[src/rtl/opsum_buffer.sv]
// opsum_buffer: collects one 16-bit psum per PE row per capture from the
// Reducer, pairs two consecutive captures per row into a 32-bit word and
// streams the words, row by row, to the GLB write port.
// Optional build macro: OPSUM_RELU_EN clamps each negative 16-bit output
// field to zero at the output mux. The stored slots are never modified.
module opsum_buffer #(
    parameter int ROW_NUM = 32,
    parameter int PSUM_W  = 16
) (
    input  logic                      clk,
    input  logic                      reset,
    input  logic                      cap_valid,
    output logic                      cap_ready,
    input  logic [ROW_NUM*PSUM_W-1:0] opsum_in,
    input  logic                      flush,
    input  logic [5:0]                row_en,
    output logic                      valid_op,
    input  logic                      ready_op,
    output logic [2*PSUM_W-1:0]       opsum_out,
    output logic                      drain_done,
    output logic [1:0]                state_dbg
);

    // Handshakes: a transfer happens on a rising edge where valid and ready
    // are both high. The producer keeps valid and its data stable until that
    // edge; ready may change freely. Input side: cap_valid/cap_ready with
    // opsum_in. Output side: valid_op/ready_op with opsum_out.

    localparam int          PTR_W     = (ROW_NUM > 1) ? $clog2(ROW_NUM) : 1;
    localparam logic [5:0]  ROW_NUM_L = 6'(ROW_NUM);

    typedef enum logic [1:0] {
        S_IDLE  = 2'd0,
        S_HALF  = 2'd1,
        S_DRAIN = 2'd2
    } state_t;

    state_t             state;
    state_t             state_nxt;
    logic [PSUM_W-1:0]  slot0 [ROW_NUM];
    logic [PSUM_W-1:0]  slot1 [ROW_NUM];
    logic [5:0]         rows_lat;
    logic [PTR_W-1:0]   row_ptr;

    logic               capture;
    logic               enter_drain;
    logic               last_row;
    logic               drain_exit;
    logic               handshake;
    logic [5:0]         rows_clamped;

    // Optional ReLU on one output field; the default build passes it through.
    function automatic logic [PSUM_W-1:0] out_field(input logic [PSUM_W-1:0] x);
`ifdef OPSUM_RELU_EN
        return x[PSUM_W-1] ? '0 : x;
`else
        return x;
`endif
    endfunction

    // Decoded control conditions shared by the FSM and the datapath.
    always_comb begin
        capture      = cap_valid && (state != S_DRAIN);
        enter_drain  = (state == S_HALF) && (cap_valid || flush);
        last_row     = (6'(row_ptr) == (rows_lat - 6'd1));
        handshake    = (state == S_DRAIN) && (rows_lat != 6'd0) && ready_op;
        drain_exit   = (state == S_DRAIN) &&
                       ((rows_lat == 6'd0) || (ready_op && last_row));
        rows_clamped = (row_en > ROW_NUM_L) ? ROW_NUM_L : row_en;
    end

    // State register; reset aborts any drain in progress.
    always_ff @(posedge clk or posedge reset) begin
        if (reset) begin
            state <= S_IDLE;
        end else begin
            state <= state_nxt;
        end
    end

    // Next-state logic: a capture in HALF wins over a simultaneous flush,
    // and a flush in IDLE is ignored.
    always_comb begin
        state_nxt = state;
        case (state)
            S_IDLE:  if (capture)     state_nxt = S_HALF;
            S_HALF:  if (enter_drain) state_nxt = S_DRAIN;
            S_DRAIN: if (drain_exit)  state_nxt = S_IDLE;
            default:                  state_nxt = S_IDLE;
        endcase
    end

    // Outputs decoded from the state register; words are zero outside DRAIN.
    always_comb begin
        cap_ready = (state != S_DRAIN);
        valid_op  = (state == S_DRAIN) && (rows_lat != 6'd0);
        opsum_out = '0;
        if (valid_op) begin
            opsum_out = {out_field(slot0[row_ptr]), out_field(slot1[row_ptr])};
        end
        state_dbg = state;
    end

    // Slot storage, latched row count, row pointer and the done pulse.
    always_ff @(posedge clk or posedge reset) begin
        if (reset) begin
            for (int r = 0; r < ROW_NUM; r++) begin
                slot0[r] <= '0;
                slot1[r] <= '0;
            end
            rows_lat   <= '0;
            row_ptr    <= '0;
            drain_done <= 1'b0;
        end else begin
            drain_done <= drain_exit;
            if ((state == S_IDLE) && capture) begin
                for (int r = 0; r < ROW_NUM; r++) begin
                    slot0[r] <= opsum_in[r*PSUM_W +: PSUM_W];
                end
            end
            if (enter_drain) begin
                // A flush without a capture closes the pair with zeros.
                for (int r = 0; r < ROW_NUM; r++) begin
                    slot1[r] <= cap_valid ? opsum_in[r*PSUM_W +: PSUM_W] : '0;
                end
                rows_lat <= rows_clamped;
                row_ptr  <= '0;
            end else if (drain_exit) begin
                row_ptr <= '0;
            end else if (handshake) begin
                row_ptr <= row_ptr + 1'b1;
            end
        end
    end

endmodule

[config.mk]
export PLATFORM = sky130hd
export DESIGN_NAME = opsum_buffer
export DESIGN_NICKNAME = d
export VERILOG_FILES = /design/src/rtl/opsum_buffer.sv
export SDC_FILE = /design/constraint.sdc
export NUM_CORES = 2
export LEC_CHECK = 0
export BUFFER_PORTS_ARGS = -buffer_cell sky130_fd_sc_hd__buf_2
export CAP_MARGIN = 15
export CORE_ASPECT_RATIO = 1.1
export CORE_UTILIZATION = 45
export DETAILED_ROUTE_END_ITERATION = 7
export PLACE_DENSITY = 0.67
export SKIP_LAST_GASP = 1
export SLEW_MARGIN = 30
export SYNTH_ARGS = -nofsm -noshare
export SYNTH_HDL_FRONTEND = slang
export SYNTH_SLANG_ARGS = --single-unit
[constraint.sdc]
create_clock -name clk -period 35 [get_ports clk]
set_clock_uncertainty 0.2 [all_clocks]
set_input_delay 3.5 -clock clk [delete_from_list [all_inputs] [get_ports clk]]
set_output_delay 3.5 -clock clk [all_outputs]
set_load 0.05 [all_outputs]
== Yosys cells after proc, flatten, opt, wreduce, memory -nomap -nowiden ==
Cells that the tools add are included.
Cells by class
  add/subtract/negate cells: 2
  magnitude comparators: 2
  eq/ne operators: 7
  mux-type cells: 47
  bitwise logic cells: 1
  reduce and logical (&&, ||, !) cells: 14
Operators with widths (count)
  2-to-1 mux 16 bit: 36
  binary-select mux 16 bit (select 5 bit): 2
  2-to-1 mux 32 bit: 1
  2-to-1 mux 5 bit: 3
  inequality test 2 bit (second input constant): 4
  logical AND 1 bit: 7
  equality test 5 x 6 -> 1 bit: 1
  greater-or-equal comparator 6 bit (second input constant): 1
  > comparator 6 bit (second input constant): 1
  logical NOT 6 bit: 1
  2-to-1 mux 2 bit: 3
  2-to-1 mux 6 bit: 1
  inverter 5 -> 6 bit: 1
  case mux 2 bit (3 select lines): 1
  nonzero test 6 bit: 1
  subtractor 6 x 1 -> 6 bit (second input constant): 1
  adder 5 x 1 -> 5 bit (second input constant): 1
  AND reduction 3 bit: 1
  nonzero test 3 bit: 1
  equality test 2 x 1 -> 1 bit (second input constant): 1
  equality test 2 bit (second input constant): 1
  logical NOT 2 bit: 1
  logical OR 1 bit: 2
Word-level totals
  register bits: 1038
  input port bits: 523
  output and inout port bits: 37
  logic and storage cells: 141

== Depth between registers and ports, before layout ==
  depth in word-level cells: 7
  mapped depth: 9
  depth with buffers taken out: 8

== Least setup slack after synthesis ==
OpenSTA, ideal clock, no wires.
  kind: register -> output
  start point: register state[1], in the netlist state_dbg[1]
  end point: output port opsum_out[30]
  data arrival time: 3.141 ns
  setup slack: 28.159 ns
  stages on the path, launching flop included: 5
  cell sequence: dfrtp_1 nand2b_1 a21o_1 clkbuf_1 nor4_1
Between the ends
  cells in the longest elaborated chain, start to end: 3
RTL lines
  start, declared: line 38  | state_t state;
  start signal, assigned: line 77  | state <= state_nxt;
  equality test 2 bit: line 96  | valid_op = (state == S_DRAIN) && (rows_lat != 6'd0);
  logical AND 1 bit: line 96
  2-to-1 mux 32 bit: line 98  | if (valid_op) begin
  end, declared: line 19  | output logic [2*PSUM_W-1:0] opsum_out,
Every way passes these cells.

== Final worst setup path ==
  start point: register row_ptr[0]
  end point: output port opsum_out[1]
Between the ends
  cells in the longest elaborated chain, start to end: 5
RTL lines
  start, declared: line 43  | logic [PTR_W-1:0] row_ptr;
  start signal, assigned: line 131  | row_ptr <= row_ptr + 1'b1;
  inverter 5 -> 6 bit (implied by the code): line 99  | opsum_out = {out_field(slot0[row_ptr]), out_field(slot1[row_ptr])};
  binary-select mux 16 bit (select 5 bit): line 99
  2-to-1 mux 16 bit (implied by the code) (2 in series): line 99
  2-to-1 mux 32 bit: line 98
Every way passes these cells. The select of a mux whose other input is x is not followed.

==> results.toml <==
[clocking]
cts_root_buffer = "clkbuf_16"
cts_setup_buffers = 0
cts_buffer_depth = 3
cts_max_level = 3
clk_pin_slew_ns = 0.07
ctsHoldBuffers = 0
cts_buffers = 107
clock_latency_ns = 0.69
tritoncts = "done"
cts_sinks = 1038
cts_resized = 0

[global_route]
grt_max_degree = 207
antenna_found_initial = 61
grt_pass1_wl_um = 217000
grt_util_all_layers_pct = 28.8
grt-ovfl-total = 0
grt_pass1_vias = 31161

[pwr]
ir_drop_uv = 49.4
powerDensity_nw_per_um2 = 97.8
p_total_uw = 5210
power_leakage_uw = 0.0232

[detailed_routing]
drt_iter0_markers = 3130
remaining_drc_errors = 2
routed_wl_um = 149000
avgViaCountPerCell = 6.30
ant_nets = 0
via_count = 30758
wire_per_inst_um = 30.5
drt_pass1_iterations = 7

[setup_path]
crit_type = "reg -> out"
r2r_slack_ns = 30.53
cp_max_fo = 37
crit_buf_inv = 3
crit_top_cell = "buf_4"
reg2regPathDepth = 9
cp-start-kind = "register"
crit_required_ns = 31.30
cp-end-kind = "output pin"
critPathTopFamily = "buffers and inverters"
worstPathCellList = "buf_4 -> buf_4 -> mux4_2 -> a22o_1 -> a2111oi_2 -> nor3_1 -> buf_2"
arrival_ns = 5.48
rr_startpoint = "state_dbg[1]$_DFFE_PP0P_"
timing.rr.end = "row_ptr[1]$_DFFE_PP0P_"
critPathMaxStageDelay_ns = 0.96
slowest_stage = "dfrtp_4"

[logic_synthesis]
syn_nets = 3545
syn_area_um2 = 45700
synth_cell_types = 44
synth_ff_type = "dfrtp_1"
synth.avg_cell_area_um2 = 15.1
seq_area_frac_synth_pct = 56.9
synthArstFlopShare_pct = 100
synth_edf_count = 0
yosys_warnings = 0
synth_cells = 3019
synth_seq_cells = 1038

[outcome]
violations = "DRC"
outcome = "complete, but fails checks"

[floorplan]
ios = 560
core_area_um2 = 101000
rows = 122
chipWidth_um = 306
start_util_pct = 45.4
die_h_um = 336
die-area_um2 = 103000

[final_layout]
finalInstanceArea_um2 = 53300
fill_cells = 8256
final_layout_size_suffix_gt1_share_pct = 43.7
multi_input_area_um2 = 18400
area_growth_pct = 16.8
instances_no_fill = 4884
fin_nets = 3994
seq_area_um2 = 26000

[hold_path]
hold_depth = 1
holdCritPathClass = "reg -> reg"
whs_endpoint = "slot1[399]$_DFFE_PP0P_"
hold_start = "slot1[399]$_DFFE_PP0P_"

[placed_design]
gp_congestion = 0.878
placed_cell_area_um2 = 49300
hpwl_um = 105000
io_buffers = 559
dp_cells = 4655

[sta]
fin_crit_sh_pct = 26.2
slew_headroom_pct = 32.0
period_minus_slack_ns = 9.18
fin_hold_ws_ns = 0.300
rsz0062_at_grt = "no"
drv_slew = 0
setup-tns-final_ns = 0
setup_viol = 0
hold_viol = 0
fmax_ghz = 0.109
worst_pin_slew_ns = 1.02

[flow_run]
max-cap-violations = 0
[area by class of cell]
type / count / area share, %
Antenna cell: 26 / 0.122
Inverter: 7 / 0.0728
Sequential cell: 1038 / 48.8
Timing Repair Buffer: 619 / 6.53
Tap cell: 1302 / 3.06
Clock inverter: 44 / 1.05
Clock buffer: 153 / 5.93
Multi-Input combinational cell: 1695 / 34.5
[sequential cells by signal, indices dropped and copies added (netlist names)]
name        count
drain_done      1
row_ptr         5
state_dbg       2
slot1         512
rows_lat        6
slot0         512
[cells in the mapped netlist, types with 12 or more instances]
library cell / n / share of area, %
a2111oi_0: 17 / 0.33
a211oi_1: 37 / 0.61
a22o_1: 560 / 11
buf_1: 14 / 0.12
buf_2: 67 / 0.73
buf_4: 12 / 0.20
buf_6: 23 / 0.57
clkbuf_1: 162 / 1.3
dfrtp_1: 1038 / 57
mux2_2: 543 / 13
mux2i_1: 120 / 2.6
mux4_2: 182 / 9.0
nor2_1: 23 / 0.19
nor2b_1: 13 / 0.18
nor3_1: 40 / 0.44
o21ai_0: 17 / 0.19
o221ai_1: 27 / 0.52
o22ai_1: 36 / 0.49
[report_power, final]
part           total (uW)  leakage, uW  internal, uW  switching [uW]
registers            2150       0.0128          1790             354
clock network        1210      0.00185           716             493
logic                1860      0.00855           964             892
total                5210       0.0232          3470            1740
[layer usage]
layer,global-route usage (%),wire (um),vias up
li1,-,-,12694
met1,40.6,63200,16421
met2,43.2,67400,1329
met3,6.85,11700,274
met4,11.4,6260,40
met5,0,261,-
[placed cells by master (no fill, tap or decap), drive strengths merged, types with 13 or more instances in the layout]
cell type	count
mux2i	120
o221ai	27
a2111oi	27
dfrtp	1038
mux4	182
o22ai	36
nor2b	13
o21ai	17
clkinv	24
mux2	543
a22o	560
buf	619
nor2	23
nor3	40
diode	26
a211oi	37
clkbuf	153
[metrics by stage]
stage,setup WS [ns],util (%)
6_report,25.82,53.0
2_1_floorplan,2.09,-
3_3_place_gp,26.50,49.0
3_5_place_dp,26.56,49.0
5_1_grt,25.63,53.0
4_1_cts,25.82,52.7
[cells by family after synthesis]
family | after synthesis | synth area share (%)
muxes | 845 | 25.0
and+or+nand+nor | 109 | 1.21
xor gates and xnor gates | 11 | 0.241
buffers and inverters | 286 | 3.01
AOI/OAI and AO/OA | 727 | 13.6
DFF | 1038 | 56.9
adders and majority gates | 3 | 0.0822
[worst max-delay path by stage]
stage / start / depth (start not counted) / slack [ns] / to
4_1_cts: row_ptr[0]$_DFFE_PP0P_ / 7 / 25.82 / opsum_out[1]
3_3_place_gp: row_ptr[0]$_DFFE_PP0P_ / 7 / 26.50 / opsum_out[6]
2_1_floorplan: reset / 1 / 2.09 / drain_done$_DFF_PP0_
3_5_place_dp: row_ptr[0]$_DFFE_PP0P_ / 7 / 26.56 / opsum_out[1]
6_report: row_ptr[0]$_DFFE_PP0P_ / 7 / 25.82 / opsum_out[1]
5_1_grt: row_ptr[0]$_DFFE_PP0P_ / 8 / 25.63 / opsum_out[25]
Power figures use the tool's default switching activity.
